--- src/rtl/stopwatch_lap_ctrl_pkg.sv ---
// Shared types and constants for the stopwatch core.
// Optional lap counter is enabled with the LAP_COUNT_EN macro (see the top-level module).
package stopwatch_pkg;

    localparam int MAX_DIGITS = 8;

    typedef enum logic [2:0] {
        IDLE,
        RUN,
        PAUSE,
        LAP,
        LAP_PAUSED
    } sw_state_t;

    // Tens-of-seconds and tens-of-minutes count 0..5; every other digit counts 0..9.
    function automatic logic [3:0] digit_max(input int idx);
        return (idx == 3 || idx == 5) ? 4'd5 : 4'd9;
    endfunction

endpackage

--- src/rtl/stopwatch_lap_ctrl_if.sv ---
// Button-pulse / display bundle between the stopwatch core and its surroundings.
// lap_count exists only when LAP_COUNT_EN is defined.
interface stopwatch_lap_ctrl_if #(
    parameter int NUM_DIGITS = 6
);
    logic                    start_stop;
    logic                    lap;
    logic                    clear;
    logic [4*NUM_DIGITS-1:0] disp_digits;
    logic                    running;
    logic                    lap_active;
    logic                    overflow;
`ifdef LAP_COUNT_EN
    logic [7:0]              lap_count;
`endif

    modport master (
        output start_stop, lap, clear,
`ifdef LAP_COUNT_EN
        input  lap_count,
`endif
        input  disp_digits, running, lap_active, overflow
    );

    modport slave (
        input  start_stop, lap, clear,
`ifdef LAP_COUNT_EN
        output lap_count,
`endif
        output disp_digits, running, lap_active, overflow
    );
endinterface

--- src/rtl/stopwatch_lap_ctrl_bcd_digit_counter.sv ---
// One BCD digit of the time cascade; counts 0..MAX and wraps to 0 on inc at MAX.
module bcd_digit_counter #(
    parameter logic [3:0] MAX = 4'd9
) (
    input  logic       clk,
    input  logic       reset,
    input  logic       clr,
    input  logic       inc,
    output logic [3:0] q,
    output logic       at_max
);

    assign at_max = (q == MAX);

    // NOTE: state registers use non-blocking assignments so every flop samples pre-edge values.
    always_ff @(posedge clk) begin
        if (reset || clr) begin
            q <= 4'd0;
        end else if (inc) begin
            q <= at_max ? 4'd0 : q + 4'd1;
        end
    end

endmodule

--- src/rtl/stopwatch_lap_ctrl.sv ---
// Stopwatch core: 10 ms prescaler, BCD time cascade and start/stop/lap/clear FSM.
// Define LAP_COUNT_EN to add the saturating lap_count output.
module stopwatch_lap_ctrl
    import stopwatch_pkg::*;
#(
    parameter int TICK_DIV   = 1_000_000,
    parameter int NUM_DIGITS = 6
) (
    input  logic                 clk,
    input  logic                 reset,
    stopwatch_lap_ctrl_if.slave  sw
);

    localparam int PW = $clog2(TICK_DIV);

    sw_state_t               state;
    sw_state_t               state_nxt;
    logic                    take_snap;
    logic                    do_clear;
    logic                    counting;
    logic                    frozen;
    logic                    tick;
    logic [PW-1:0]           prescale;
    logic [4*NUM_DIGITS-1:0] live;
    logic [4*NUM_DIGITS-1:0] snapshot;
    logic [NUM_DIGITS-1:0]   at_max;
    logic [NUM_DIGITS-1:0]   inc;
    logic                    overflow_q;

    always_ff @(posedge clk) begin
        if (reset) begin
            state <= IDLE;
        end else begin
            state <= state_nxt;
        end
    end

    // Pulse priority is clear > start_stop > lap; a clear while counting is simply dropped.
    always_comb begin
        // NOTE: every output of this block gets a default first, so no latch can be inferred.
        state_nxt = state;
        take_snap = 1'b0;
        do_clear  = 1'b0;
        unique case (state)
            IDLE: begin
                if (sw.clear) do_clear = 1'b1;
                else if (sw.start_stop) state_nxt = RUN;
            end
            RUN: begin
                if (sw.start_stop) state_nxt = PAUSE;
                else if (sw.lap) begin
                    state_nxt = LAP;
                    take_snap = 1'b1;
                end
            end
            LAP: begin
                if (sw.start_stop) state_nxt = LAP_PAUSED;
                else if (sw.lap) take_snap = 1'b1;
            end
            PAUSE: begin
                if (sw.clear) begin
                    state_nxt = IDLE;
                    do_clear  = 1'b1;
                end else if (sw.start_stop) state_nxt = RUN;
            end
            LAP_PAUSED: begin
                if (sw.clear) begin
                    state_nxt = IDLE;
                    do_clear  = 1'b1;
                end else if (sw.start_stop) state_nxt = LAP;
                else if (sw.lap) state_nxt = PAUSE;
            end
            default: state_nxt = IDLE;
        endcase
    end

    assign counting = (state == RUN) || (state == LAP);
    assign frozen   = (state == LAP) || (state == LAP_PAUSED);
    assign tick     = counting && (prescale == PW'(TICK_DIV - 1));

    always_ff @(posedge clk) begin
        if (reset || do_clear) begin
            prescale <= '0;
        end else if (tick) begin
            prescale <= '0;
        end else if (counting) begin
            prescale <= prescale + PW'(1);
        end
    end

    // Digit k advances on a tick only when every lower digit sits at its maximum.
    for (genvar k = 0; k < NUM_DIGITS; k++) begin : g_digit
        if (k == 0) begin : g_carry
            assign inc[k] = tick;
        end else begin : g_carry
            assign inc[k] = tick & (&at_max[k-1:0]);
        end

        bcd_digit_counter #(
            .MAX (digit_max(k))
        ) u_digit (
            .clk    (clk),
            .reset  (reset),
            .clr    (do_clear),
            .inc    (inc[k]),
            .q      (live[4*k +: 4]),
            .at_max (at_max[k])
        );
    end

    always_ff @(posedge clk) begin
        if (reset || do_clear) begin
            snapshot <= '0;
        end else if (take_snap) begin
            snapshot <= live;
        end
    end

    always_ff @(posedge clk) begin
        if (reset) begin
            overflow_q <= 1'b0;
        end else begin
            overflow_q <= tick & (&at_max);
        end
    end

`ifdef LAP_COUNT_EN
    logic [7:0] lap_cnt;

    always_ff @(posedge clk) begin
        if (reset || do_clear) begin
            lap_cnt <= 8'd0;
        end else if (take_snap && lap_cnt != 8'hFF) begin
            lap_cnt <= lap_cnt + 8'd1;
        end
    end

    assign sw.lap_count = lap_cnt;
`endif

    assign sw.disp_digits = frozen ? snapshot : live;
    assign sw.running     = counting;
    assign sw.lap_active  = frozen;
    assign sw.overflow    = overflow_q;

endmodule

--- src/flat_wrapper.sv ---
// flat-port wrapper written by rule: the top's interface ports become plain ports
module stopwatch_lap_ctrl_flat import stopwatch_pkg::*;
#(
    parameter int TICK_DIV   = 1_000_000,
    parameter int NUM_DIGITS = 6
)
  (clk, reset, sw_start_stop, sw_lap, sw_clear, sw_disp_digits, sw_running, sw_lap_active, sw_overflow);
  stopwatch_lap_ctrl_if #(.NUM_DIGITS(NUM_DIGITS)) sw_i ();
  input  logic clk;
  input  logic reset;
  input wire logic [$bits(sw_i.start_stop)-1:0] sw_start_stop;
  input wire logic [$bits(sw_i.lap)-1:0] sw_lap;
  input wire logic [$bits(sw_i.clear)-1:0] sw_clear;
  output wire logic [$bits(sw_i.disp_digits)-1:0] sw_disp_digits;
  output wire logic [$bits(sw_i.running)-1:0] sw_running;
  output wire logic [$bits(sw_i.lap_active)-1:0] sw_lap_active;
  output wire logic [$bits(sw_i.overflow)-1:0] sw_overflow;
  assign sw_i.start_stop = sw_start_stop;
  assign sw_i.lap = sw_lap;
  assign sw_i.clear = sw_clear;
  assign sw_disp_digits = sw_i.disp_digits;
  assign sw_running = sw_i.running;
  assign sw_lap_active = sw_i.lap_active;
  assign sw_overflow = sw_i.overflow;
  stopwatch_lap_ctrl #(.TICK_DIV(TICK_DIV), .NUM_DIGITS(NUM_DIGITS)) u_core (.clk(clk), .reset(reset), .sw(sw_i));
endmodule
--- config.mk ---
export PLATFORM = sky130hd
export DESIGN_NAME = stopwatch_lap_ctrl_flat
export DESIGN_NICKNAME = d
export VERILOG_FILES = /design/src/rtl/stopwatch_lap_ctrl_pkg.sv /design/src/rtl/stopwatch_lap_ctrl_if.sv /design/src/rtl/stopwatch_lap_ctrl_bcd_digit_counter.sv /design/src/rtl/stopwatch_lap_ctrl.sv /design/src/flat_wrapper.sv
export SDC_FILE = /design/constraint.sdc
export NUM_CORES = 1
export LEC_CHECK = 0
export ABC_AREA = 0
export CORE_AREA = 2 2 64 111
export DETAILED_ROUTE_END_ITERATION = 8
export DIE_AREA = 0 0 66 113
export DONT_BUFFER_PORTS = 1
export PLACE_DENSITY = 0.69
export SLEW_MARGIN = 20
export SYNTH_ARGS = -nofsm -noshare
export SYNTH_HDL_FRONTEND = slang
export SYNTH_SLANG_ARGS = --single-unit
--- constraint.sdc ---
create_clock -name clk -period 4.1 [get_ports clk]
set_input_delay 0.82 -clock clk [delete_from_list [all_inputs] [get_ports clk]]
set_output_delay 0.82 -clock clk [all_outputs]
set_load 0.02 [all_outputs]
; ---- Yosys cells after proc, flatten, opt, wreduce, memory -nomap -nowiden
; Cells that the tools add are included.
[totals]
reg_bits = 72
elab_cells = 74
[classes]
n_addsub = 7
n_eq_ne = 15
mux = 22
bitwise_logic = 6
reduce_logical = 14
[op_table]
columns = operator, n
row1 = $mux 3, 9
row2 = $add 4x1->4 const B, 6
row3 = $mux 24, 1
row4 = $mux 4, 6
row5 = $add 20x1->20 const B, 1
row6 = $eq 20x20->1 const B, 1
row7 = $eq 4x4->1 const B, 4
row8 = $pmux 3 s5, 1
row9 = $eq 4x3->1 const B, 2
row10 = $reduce_and 4->1, 2
row11 = $and 1x1->1, 6
row12 = $eq 3x2->1 const B, 2
row13 = $reduce_and 6->1, 1
row14 = $mux 1, 5
row15 = $reduce_and 5->1, 1
row16 = $ne 2x2->1 const B, 2
row17 = $ne 4x4->1 const B, 1
row18 = $reduce_or 2->1, 2
row19 = $eq 3x1->1 const B, 1
row20 = $eq 3x3->1 const B, 1
row21 = $logic_not 3->1, 1
row22 = $logic_or 1x1->1, 3
row23 = $ne 3x3->1 const B, 1
row24 = $reduce_and 3->1, 1
row25 = 3 further kinds, 3

; ---- Depth between registers and ports, before layout
[depth]
word_depth = 5
ltp_mapped = 9
ltp_nobuf = 6

; ---- Modules after synthesis
; From an unflattened synthesis, not the netlist that was laid out.
[hier_totals]
hier_cells = 404
hier_area_um2 = 3515.9
[modules_own_cells]
columns = mod, instances, cells_each, area_per_inst_um2, seq_area_each_um2
row1 = stopwatch_lap_ctrl, 1, 282, 2352.3, 960.9
row2 = bcd_digit_counter at u_core.g_digit[0].u_digit ..., 4, 21, 196.4, 80.1
row3 = bcd_digit_counter at u_core.g_digit[3].u_digit ..., 2, 19, 188.9, 80.1

; ---- Least setup slack after synthesis
; OpenSTA, ideal clock, no wires.
[synth_path]
path_kind = register -> output
from = register u_core.state[1]
to = output port sw_disp_digits[10]
arrival_time_ns = 1.712
setup_slack_ns = 1.568
stages_incl_launch_ff = 6
n_path_buf = 2
path_cell_list = dfxtp_1 > clkbuf_1 > nand2_1 > o21ai_1 > clkbuf_1 > mux2_2
[synth_via]
elab_chain_len = 3
word_cells_on_any_way = 4
[synth_lines]
columns = element, line_no
row1 = start: declaration, stopwatch_lap_ctrl.sv:16  ; sw_state_t state;
row2 = start signal: assignment, stopwatch_lap_ctrl.sv:34  ; state <= state_nxt;
row3 = $eq 3x2->1 / $eq 3x3->1 (equally long branches), stopwatch_lap_ctrl.sv:78  ; assign frozen = (state == LAP) || (state == LAP_PAUSED);
row4 = $logic_or 1x1->1 (*), stopwatch_lap_ctrl.sv:78
row5 = $mux 24 (*), stopwatch_lap_ctrl.sv:141  ; assign sw.disp_digits = frozen ? snapshot : live;
row6 = end: declaration, flat_wrapper.sv:14  ; output wire logic [$bits(sw_i.disp_digits)-1:0] sw_disp_digits;
; Every way passes the cells marked *; elsewhere a longest branch is shown, timed or not.

; ---- Worst setup path in the final report
[layout_path]
from = register u_core.state[1]
to = output port sw_disp_digits[7]
[layout_via]
elab_chain_len = 3
word_cells_on_any_way = 4
[layout_lines]
columns = element, line_no
row1 = $eq 3x2->1 / $eq 3x3->1 (equally long branches), stopwatch_lap_ctrl.sv:78
row2 = $logic_or 1x1->1 (*), stopwatch_lap_ctrl.sv:78
row3 = via sw_lap_active, flat_wrapper.sv:16  ; output wire logic [$bits(sw_i.lap_active)-1:0] sw_lap_active;
row4 = $mux 24 (*), stopwatch_lap_ctrl.sv:141
; The timed path passes the listed nets; every way through them passes the cells marked *.

==> metrics.md <==
| Metric | Value |
|---|---|
| Final ANT Viol Nets | 0 |
| IO Pins | 32 |
| Placed cells | 496 |
| Max-Cap Viols | 0 |
| HP Start | u_core.snapshot[18] |
| Initial Utilization | 53.6% |
| Post-CTS resize count | 0 |
| First-pass GRT wire length | 12,600 um |
| H-tree depth | 3 |
| Minimum clock period | 3.04 ns |
| Pwr per Cell Area | 410 nW/um^2 |
| Via count | 2,869 |
| Crit Path Class | register to primary output |
| Worst-Margin Slew | 0.975 ns |
| CTS tree | built |
| Critical Path Sink Type | primary output |
| Run status | complete, no violations |
| Antenna violations before repair | 0 |
| HPWL Detailed | 5010 um |
| Post-synthesis register bit count | 72 |
| Drc violations | 0 |
| # setup viols final | 0 |
| Vias in the first global route | 2,871 |
| Core area | 6540 sq um |
| Most common cell after layout, fill and taps aside | nand2_1 |
| Area Overhead vs Synth | 10.1% |
| Crit start category | register |
| PortBufs | 0 |
| Largest net degree at the start of global routing | 50 |
| Die Ht | 113 um |
| Syn Area/Cell | 8.04 sq um |
| Total negative slack | 0 ns |
| HP Class | register to register |
| Data required, critical path | 3.28 ns |
| Tot GR Track Use | 21.2% |
| Overall routed net length | 7230 um |
| ANT cells | 0 |
| Cell area after synthesis | 3500 sq um |
| Slew margin rel. | 34.8% |
| RSZ-0062 raised after global routing | no |
| Synth warn | 0 |
| Inserted Clock Buffers | 9 |
| Max Root-Sink Buffers | 2 |
| Hold Vio Cnt, Final | 0 |
| Per-cell routed wire length | 14.1 um |
| Worst-skew pair later-pin latency | 0.33 ns |
| Worst r2r src | u_core.prescale[0] |
| Gpl congestion | 0.804 |
| Vias per Instance | 5.61 |
| DIE AREA | 7460 sq um |
| Total Nets Final | 431 |
| Row cnt | 39 |
| CTS Sinks | 72 |
| Commonest non-fill, non-tap cells in the layout | nand2_1, dfxtp_1, a21oi_1 |
| Grt ovf | 0 |
| Clock skew | 0.00603 ns |
| Fin util | 59.0% |
| Crit path max fanout | 33 |
| Die width | 66 um |
| Mapped Cells | 436 |
| Data arrival, critical path | 2.22 ns |
| Slew Viols, Final | 0 |
| Syn nets | 442 |
| Share of layout cells above drive strength 1 | 9.32% |
| Maximum VDD drop | 0.349 mV |
| Post-CTS setup buffer count | 0 |
| Static Leak | 0.00120 uW |
| Fin crit share | 74.2% |
| Non-filler cells, final | 511 |
| Drt first pass iters | 4 |
| CP Launch Point | u_core.state[1] |
| F_max | 329 MHz |
| Seq/Total Area, Yosys | 41.1% |
| CTS root buffer | clkbuf_16 |
| Netlist cell types | 45 |
| Initial DRC count | 152 |
| Clock slew at reported path FFs | 0.06 ns |
| Post-CTS Hold Buffers | 0 |
## area by class of cell
cell class / count / area, sq um
inverter: 17 / 63.8
tap: 82 / 103
fill: 602 / 2680
clock inverter: 5 / 81.3
multi-input combinational: 324 / 1920
timing repair buffer: 1 / 7.51
sequential: 72 / 1440
clock buffer: 10 / 239
## report_power, final
part,switching [uW],internal (uW)
Clock,278,545
Combinational,37.9,11.4
Sequential,5.81,703
Total,322,1260
## cell families (layout without fill, tap and decap cells)
| logic type | after synthesis | after routing | synth area share [%] |
|---|---|---|---|
| AND/OR/NAND/NOR | 202 | 202 | 29.7 |
| AO/OA/AOI/OAI | 75 | 75 | 11.6 |
| flip-flops | 72 | 72 | 41.1 |
| buffers and inverters | 40 | 33 | 4.36 |
| XOR/XNOR | 24 | 24 | 6.00 |
| multiplexers | 22 | 22 | 6.86 |
| adder cells (fa/ha/maj) | 1 | 1 | 0.357 |
## metrics by stage
step | worst slack, ns | hold WS [ns] | area, sq um | power [uW]
final | 1.06 | 0.452 | 3860 | 1580
after global placement | 1.45 | 0.439 | 3540 | 773
after detailed placement | 1.36 | 0.446 | 3540 | 774
after CTS | 0.997 | 0.454 | 3860 | 1600
after global routing | 0.879 | 0.473 | 3860 | 1630
after floorplan | 1.57 | 0.432 | 3500 | 764
## flip-flops by register name (all words and copies together), names as in the netlist
register / flops
u_core.g_digit.u_digit.q: 24
u_core.snapshot: 24
u_core.sw.overflow: 1
u_core.prescale: 20
u_core.state: 3
## final timing paths
check / endpoint / slack (ns) / cells after the start
max: sw_disp_digits[7] / 1.06 / 3
min: u_core.snapshot[18] / 0.45 / 2
min reg2reg: u_core.snapshot[18] / 0.45 / 2
max reg2reg: u_core.g_digit[4].u_digit.q[1] / 1.63 / 6
## synthesized netlist by cell type
master,number,area share (%)
and4b_1,1,0.29
o31ai_1,4,0.86
or4_1,5,1.1
nor3_1,10,1.4
nand3_1,12,1.7
nor4bb_1,1,0.29
and4bb_2,1,0.36
o21ai_0,21,3.0
or4b_1,1,0.29
mux2i_1,6,1.7
ha_1,1,0.36
a31oi_1,2,0.36
mux2_2,16,5.1
or3_1,8,1.4
nor4b_1,1,0.25
nor4b_4,2,1.4
nand2b_1,3,0.54
a21oi_1,42,6.0
o21ai_1,1,0.14
clkbuf_1,20,2.1
nand4_4,1,0.61
nand3b_1,5,1.1
and3_1,4,0.71
and3b_1,1,0.25
nand4bb_1,1,0.32
a211oi_1,1,0.21
nor2_1,39,4.2
a221oi_1,1,0.25
xnor2_1,18,4.5
or4_4,1,0.32
nor4_1,9,1.6
and4_1,2,0.50
and2_0,1,0.18
xor2_1,6,1.5
inv_1,16,1.7
clkinv_1,1,0.11
a31o_2,2,0.50
a32oi_1,1,0.25
nand2_1,80,8.6
buf_1,1,0.11
nand4_1,6,1.1
nor3b_1,2,0.43
buf_2,2,0.29
nor2b_1,5,0.89
dfxtp_1,72,41
## worst max-delay path, stage by stage (launching register included)
cell and delay [ns]:
dfxtp_1 0.49, nand2_1 0.14, o21ai_4 0.76, mux2_2 0.48
## layer usage
layer	GRT usage [%]	part of all wire, %
met1	22.3	39
met2	39.3	55
met3	3.38	2.7
met4	10.6	3.0
met5	0	0
Note: power is estimated with default switching activity, not from simulation.
